===== src/rtl/uart_pkg.sv =====
// Shared UART definitions: receiver/transmitter state encoding and default baud divisor.
package uart_pkg;

    localparam int DEFAULT_CLOCKS_PER_BAUD = 16;

    typedef enum logic [2:0] {
        IDLE,
        START,
        DATA,
        STOP,
        WAIT_IDLE
    } uart_state_t;

endpackage


===== src/rtl/sync_2ff.sv =====
// Two-flop synchronizer for a single asynchronous bit; both flops reset to RESET_VALUE.
module sync_2ff #(
    parameter logic RESET_VALUE = 1'b1
) (
    input  logic clk,
    input  logic reset,
    input  logic d,
    output logic q
);

    logic meta;

    // NOTE: sequential state uses non-blocking assignments so both flops sample the pre-edge values.
    always_ff @(posedge clk) begin
        if (reset) begin
            meta <= RESET_VALUE;
            q    <= RESET_VALUE;
        end else begin
            meta <= d;
            q    <= meta;
        end
    end

endmodule


===== src/rtl/rxuart_core.sv =====
// 8N1 UART receiver: mid-bit sampling driven by a down-counting baud timer.
module rxuart_core
    import uart_pkg::*;
#(
    parameter int CLOCKS_PER_BAUD = DEFAULT_CLOCKS_PER_BAUD
) (
    input  logic       i_clk,
    input  logic       i_reset,
    input  logic       i_uart_rx,
    output logic       o_rx_stb,
    output logic [7:0] o_rx_data,
    output logic       o_frame_err,
    output logic       o_rx_busy
);

    localparam int CNT_W = $clog2(CLOCKS_PER_BAUD);
    localparam logic [CNT_W-1:0] HALF_BAUD = CNT_W'(CLOCKS_PER_BAUD / 2 - 1);
    localparam logic [CNT_W-1:0] FULL_BAUD = CNT_W'(CLOCKS_PER_BAUD - 1);

    uart_state_t      state, state_next;
    logic [CNT_W-1:0] cnt, cnt_next;
    logic [2:0]       idx, idx_next;
    logic [7:0]       shreg, shreg_next;
    logic [7:0]       data_next;
    logic             stb_next, err_next;
    logic             rx_s;
    logic             expire;

    sync_2ff #(.RESET_VALUE(1'b1)) u_sync (
        .clk   (i_clk),
        .reset (i_reset),
        .d     (i_uart_rx),
        .q     (rx_s)
    );

    assign expire    = (cnt == '0);
    assign o_rx_busy = (state != IDLE);

    always_ff @(posedge i_clk) begin
        if (i_reset) begin
            state       <= IDLE;
            cnt         <= '0;
            idx         <= '0;
            shreg       <= '0;
            o_rx_data   <= '0;
            o_rx_stb    <= 1'b0;
            o_frame_err <= 1'b0;
        end else begin
            state       <= state_next;
            cnt         <= cnt_next;
            idx         <= idx_next;
            shreg       <= shreg_next;
            o_rx_data   <= data_next;
            o_rx_stb    <= stb_next;
            o_frame_err <= err_next;
        end
    end

    always_comb begin
        // NOTE: every output of this block gets a default first, so no path can infer a latch.
        state_next = state;
        cnt_next   = cnt;
        idx_next   = idx;
        shreg_next = shreg;
        data_next  = o_rx_data;
        stb_next   = 1'b0;
        err_next   = 1'b0;

        case (state)
            IDLE: begin
                if (!rx_s) begin
                    cnt_next   = HALF_BAUD;
                    state_next = START;
                end
            end
            START: begin
                if (!expire) begin
                    cnt_next = cnt - CNT_W'(1);
                end else if (rx_s) begin
                    state_next = IDLE;  // start bit was a glitch
                end else begin
                    cnt_next   = FULL_BAUD;
                    idx_next   = '0;
                    state_next = DATA;
                end
            end
            DATA: begin
                if (!expire) begin
                    cnt_next = cnt - CNT_W'(1);
                end else begin
                    shreg_next[idx] = rx_s;
                    cnt_next        = FULL_BAUD;
                    idx_next        = idx + 3'd1;
                    if (idx == 3'd7) state_next = STOP;
                end
            end
            STOP: begin
                if (!expire) begin
                    cnt_next = cnt - CNT_W'(1);
                end else if (rx_s) begin
                    data_next  = shreg;
                    stb_next   = 1'b1;
                    state_next = IDLE;
                end else begin
                    err_next   = 1'b1;
                    state_next = WAIT_IDLE;
                end
            end
            WAIT_IDLE: begin
                // a break holds the line low; only one error is reported for it
                if (rx_s) state_next = IDLE;
            end
            default: state_next = IDLE;
        endcase
    end

endmodule


===== config.mk =====
export PLATFORM = sky130hd
export DESIGN_NAME = rxuart_core
export DESIGN_NICKNAME = d
export VERILOG_FILES = /design/src/rtl/uart_pkg.sv /design/src/rtl/sync_2ff.sv /design/src/rtl/rxuart_core.sv
export SDC_FILE = /design/constraint.sdc
export NUM_CORES = 1
export LEC_CHECK = 0
export ABC_AREA = 1
export CAP_MARGIN = 20
export CORE_MARGIN = 1
export CORE_UTILIZATION = 52
export DETAILED_ROUTE_END_ITERATION = 12
export DONT_BUFFER_PORTS = 1
export PLACE_DENSITY_LB_ADDON = 0.3
export RECOVER_POWER = 100
export SYNTH_ARGS = -nofsm -noshare
export SYNTH_HDL_FRONTEND = slang
export SYNTH_SLANG_ARGS = --single-unit

===== constraint.sdc =====
create_clock -name i_clk -period 1.4 [get_ports i_clk]
set_input_delay 0.28 -clock i_clk [delete_from_list [all_inputs] [get_ports i_clk]]
set_output_delay 0.28 -clock i_clk [all_outputs]
set_load 0.02 [all_outputs]

Yosys cells after proc, flatten, opt, wreduce, memory -nomap -nowiden --
Index checks and enable logic that the tools add are counted.
Operators by class: add/subtract/negate cells 2, $lt $le $gt $ge 2, equality and inequality tests 14, multiplexer cells 24, bitwise gates (word level) 2, reduce and logical (&&, ||, !) cells 12
Operator list (number):
- 2-to-1 mux 3 bit | 10
- 2-to-1 mux 4 bit | 5
- one-hot mux 4 bit (4 select lines) | 1
- one-hot mux 3 bit (5 select lines) | 1
- inequality test 2 bit (second input constant) | 7
- bitwise mux 8 bit | 1
- AND reduction 4 bit | 2
- == test 3 x 2 -> 1 bit (second input constant) | 2
- == test 3 bit (second input constant) | 2
- one-hot mux 3 bit (2 select lines) | 1
- AND reduction 6 bit | 1
- logical NOT 4 bit | 1
- < comparator 3 x 4 -> 1 bit (second input constant) | 1
- nonzero test 4 bit | 1
- subtractor 4 x 1 -> 4 bit (second input constant) | 1
- adder 3 x 1 -> 3 bit (second input constant) | 1
- demux 1 bit (select 3 bit) | 1
- == test 3 x 1 -> 1 bit (second input constant) | 1
- greater-or-equal comparator 3 x 1 -> 1 bit (second input constant) | 1
- logical NOT 3 bit | 1
- 2-to-1 mux 1 bit | 3
- inequality test 3 bit (second input constant) | 1
- AND reduction 3 bit | 1
- nonzero test 3 bit | 1
- 7 further kinds | 8
Storage, ports and cells: flip-flop bits (word level) 30, bits of input ports 3, output and inout bits 11, word-level logic and storage cells 65

Depth between registers and ports, before layout --
word-level depth 5, depth in mapped cells 10, gate-level depth less buffers 10

Hierarchy --
Synthesis repeated with hierarchy kept, for this count alone.
Second synthesis, totals: cells, all modules 194, area total of the unflattened synthesis 1370.1 µm²
By module, submodules not included:
- rxuart_core | instances 1, cells an instance 187, area an instance 1311.3 µm²
- sync_2ff | instances 1, cells an instance 7, area an instance 58.8 µm²

Least setup slack after synthesis --
Ideal clock, no wire load.
kind register to register, start point register cnt[0], end point register cnt[1], setup time 0.116 ns, data arrival time 1.260 ns, required time 1.284 ns, setup slack 0.024 ns, stages on the path, launching flop included 10, buffers on the path 0, clock period less this slack 1.376 ns, path through dfxtp_1 inv_1 ha_1 nand2_1 nor2_4 nand2_1 nand2_1 nor2_1 o21ai_0 nor2_1
Between the ends: word-level cells in the longest chain between the ends 3, elaborated cells on any way between the ends 9, classes of those cells add/sub: 1; eq/ne: 2; mux: 4; reduce/logical: 2
Ends and longest elaborated chain:
- from (decl) | line rxuart_core.sv:21 | logic [CNT_W-1:0] cnt, cnt_next;
- from (signal assigned) | line rxuart_core.sv:50 | cnt <= cnt_next;
- subtractor 4 x 1 -> 4 bit or logical NOT 4 bit (tied branches)
- 2-to-1 mux 4 bit (tied with other cells) | line rxuart_core.sv:98 | if (!expire) begin
- one-hot mux 4 bit (4 select lines) or AND reduction 4 bit (tied branches)
Parallel ways exist; a longest one is shown, timed or not. The select of a mux whose other input is x is not followed. A chain may end at the register's enable or synchronous reset.

Final worst setup path --
start point register cnt[0], end point register shreg[7]
Between the ends: word-level cells in the longest chain between the ends 2
Ends and longest elaborated chain:
- logical NOT 4 bit | line rxuart_core.sv:36 | assign expire = (cnt == '0);
- AND reduction 2 bit (no source line)
- to (signal assigned) | line rxuart_core.sv:52 | shreg <= shreg_next;
- to (decl) | line rxuart_core.sv:23 | logic [7:0] shreg, shreg_next;
Every way passes these cells.

==> impl_metrics.tcl <==
set metrics [dict create \
    setup_viol_count_final 3 \
    fin_worst_skew_ns 0.01314 \
    start_util_pct 55.96 \
    layout_min_cycle_time_ns 1.429 \
    grt_util_met3_pct 7.627 \
    maxSlewViolCount 0 \
    yosys_warnings 0 \
    required_ns 1.62 \
    drtAntennaViolNets 0 \
    cp-end-kind "register" \
    finalHoldViolCount 0 \
    die_y_um 53.87 \
    p_leak_nw 0.7564 \
    timing.critical_path.buf_inv 1 \
    drt_first_pass_iters 4 \
    critPathTopFamily "simple AND/OR/NAND/NOR gates" \
    insertion_delay_ns 0.34 \
    crit_start "cnt[0]" \
    fp.coreArea_um2 2500 \
    gr-total-overflow 0 \
    numCtsBuffers 5 \
    tightest_slew_ns 0.4412 \
    layout_commonest_cell "nand2_1" \
    syn-mean-instance-area_um2 7.101 \
    syn_to_final_growth_pct 26.92 \
    path_cells "inv_2 > ha_4 > nand2_4 > nor2_4 > nand2_4 > o21ai_0 > a21oi_1" \
    period_share_pct 102.0 \
    max_freq_mhz 700.0 \
    r2r-end "shreg[7]" \
    ys_ff_latch 30 \
    pre_cts_ws_ns -0.1195 \
    slowest_stage "dfxtp_2" \
    failed_checks "negative setup slack" \
    ff2ff_setup_slack_ns -0.03 \
    dieArea_um2 2901 \
    rr_worst_depth 7 \
    run_status "finished with violations" \
    final_cell_mix "33 x nand2_1, 25 x inv_1, 25 x dfxtp_1" \
    placed_cells 239 \
    port_buffers 0 \
    cp-start-kind "register" \
    syn-num-nets 203 \
    arrival_ns 1.64 \
    fin_cells 255 \
    n_antenna_cell 0 \
    r2r_start "cnt[0]" \
    rsz0062_at_grt "true" \
    rows 18 \
    place_hpwl_um 2132 \
    wl_per_cell_um 13.36 \
    antenna_found_initial 0 \
    grt_pass1_vias 1134 \
    track_usage_pct 23.37 \
    setup_ws_ns -0.02850 \
    min_path_type "input pin to register" \
    io_pins 14 \
    maxCapViolations 0 \
    ir_drop_mv 1.019 \
    cts_tree "built" \
    synth.distinct_cells 20 \
    cts.sinks 30 \
    netlist_area_um2 1399 \
    use_met1_pct 29.50 \
    drc 0 \
    cpMostUsedCell "nand2_4" \
    finalNetCount 230 \
    routed_wl_um 3408 \
    synth_cells 197 \
    setup_tns_ns -0.04658 \
    gp_routability_congestion 0.8921 \
    die_w_um 53.87 \
    cp_max_fo 7 \
    first_iter_violations 41 \
    power.total_mw 2.983 \
    relSlewSlack_pct 70.49 \
    drive_above_1_share_pct 27.56 \
    viasPerCell 5.420 \
    cp.depth 7 \
    slowest_delay_ns 0.34 \
    grt_start_max_net_pins 16 \
    crit_end "shreg[7]" \
    grt_pass1_wl_um 4685 \
    holdPathStages 1 \
    power.density_nw_per_um2 1680 \
    vias 1382 \
    cts_buffer_depth 2 \
    busiest_layer "met2" \
    cts_root_buf "clkbuf_4" \
    gr-usage-met2_pct 35.80 \
    clk_pin_slew_ns 0.10 \
    path_class "register to register" \
    seq_area_frac_synth_pct 42.93 \
    htreeDepth 2 \
]
cell usage after synthesis (all sizes together):
cell type,count,area [um^2]
o21ai,21,105.1
nand4,8,50.05
buf,2,10.01
xnor2,1,8.760
clkbuf,2,8.750
a21oi,22,110.1
ha,3,37.54
nor2,23,103.9
nand2,40,157.7
dfxtp,30,600.6
a21boi,1,7.510
inv,27,101.4
or2,2,12.51
nand3,13,75.07
nor3,2,10.01
kinds of logic (layout without fill, tap and decap cells):
logic type	after synthesis	count (layout)	share of synthesized area, %
AO/OA/AOI/OAI	44	44	15.92
XOR/XNOR	1	1	0.6262
adder cells (fa/ha/maj)	3	3	2.684
buffers and inverters	31	59	8.586
flip-flops	30	30	42.93
AND/OR/NAND/NOR	88	88	29.25
routing by layer:
metal	vias up	part of all wire, %
li1	701	-
met1	640	46
met2	33	48
met3	8	4.2
met4	0	1.7
met5	-	0
power by group:
group          switching [mW]  leakage (nW)  internal [mW]
logic                   0.745         0.477          0.617
clock network           0.316        0.0343          0.241
registers               0.112         0.245          0.952
worst min path at each step:
stage	end	start	slack, ns
floorplan	idx[0]	i_reset	0.35
CTS	state[0]	i_reset	0.0009
finish	o_frame_err	i_reset	0.02
global route	o_frame_err	i_reset	0.001
global placement	idx[2]	i_reset	0.35
detailed placement	shreg[1]	i_reset	0.35
flip-flops by register name (all words and copies together) (netlist names):
register,cells
o_rx_data,8
shreg,8
cnt,4
idx,3
state,3
o_frame_err,1
o_rx_stb,1
u_sync.meta,1
u_sync.q,1
cell type report:
type,instances,area [um^2]
clock buffer,6,51.30
clock inverter,2,12.51
multi-input combinational,136,777.0
sequential,30,606.8
tap,30,37.54
fill,213,724.4
inverter,27,101.3
timing repair buffer,24,188.9
metrics by stage:
stage / hold WS [ns] / util (%) / area, um^2
4_1_cts: 0.0008536 / 66.82 / 1670
5_1_grt: 0.001489 / 71.02 / 1775
6_report: 0.01854 / 71.02 / 1775
3_5_place_dp: 0.3531 / 61.51 / 1538
2_1_floorplan: 0.3491 / - / 1399
3_3_place_gp: 0.3517 / 61.51 / 1538
timing repair:
| action | in CTS | in global routing |
|---|---|---|
| endpoints found under the setup margin | 15 | 27 |
| hold buffers | 1 | 1 |
| pin swaps | 3 | 6 |
| endpoints found under the hold margin | 11 | 1 |
| cloned | 0 | 0 |
| setup buffers | 0 | 6 |
| resized for setup | 17 | 27 |
Note: power is estimated with default switching activity, not from simulation.
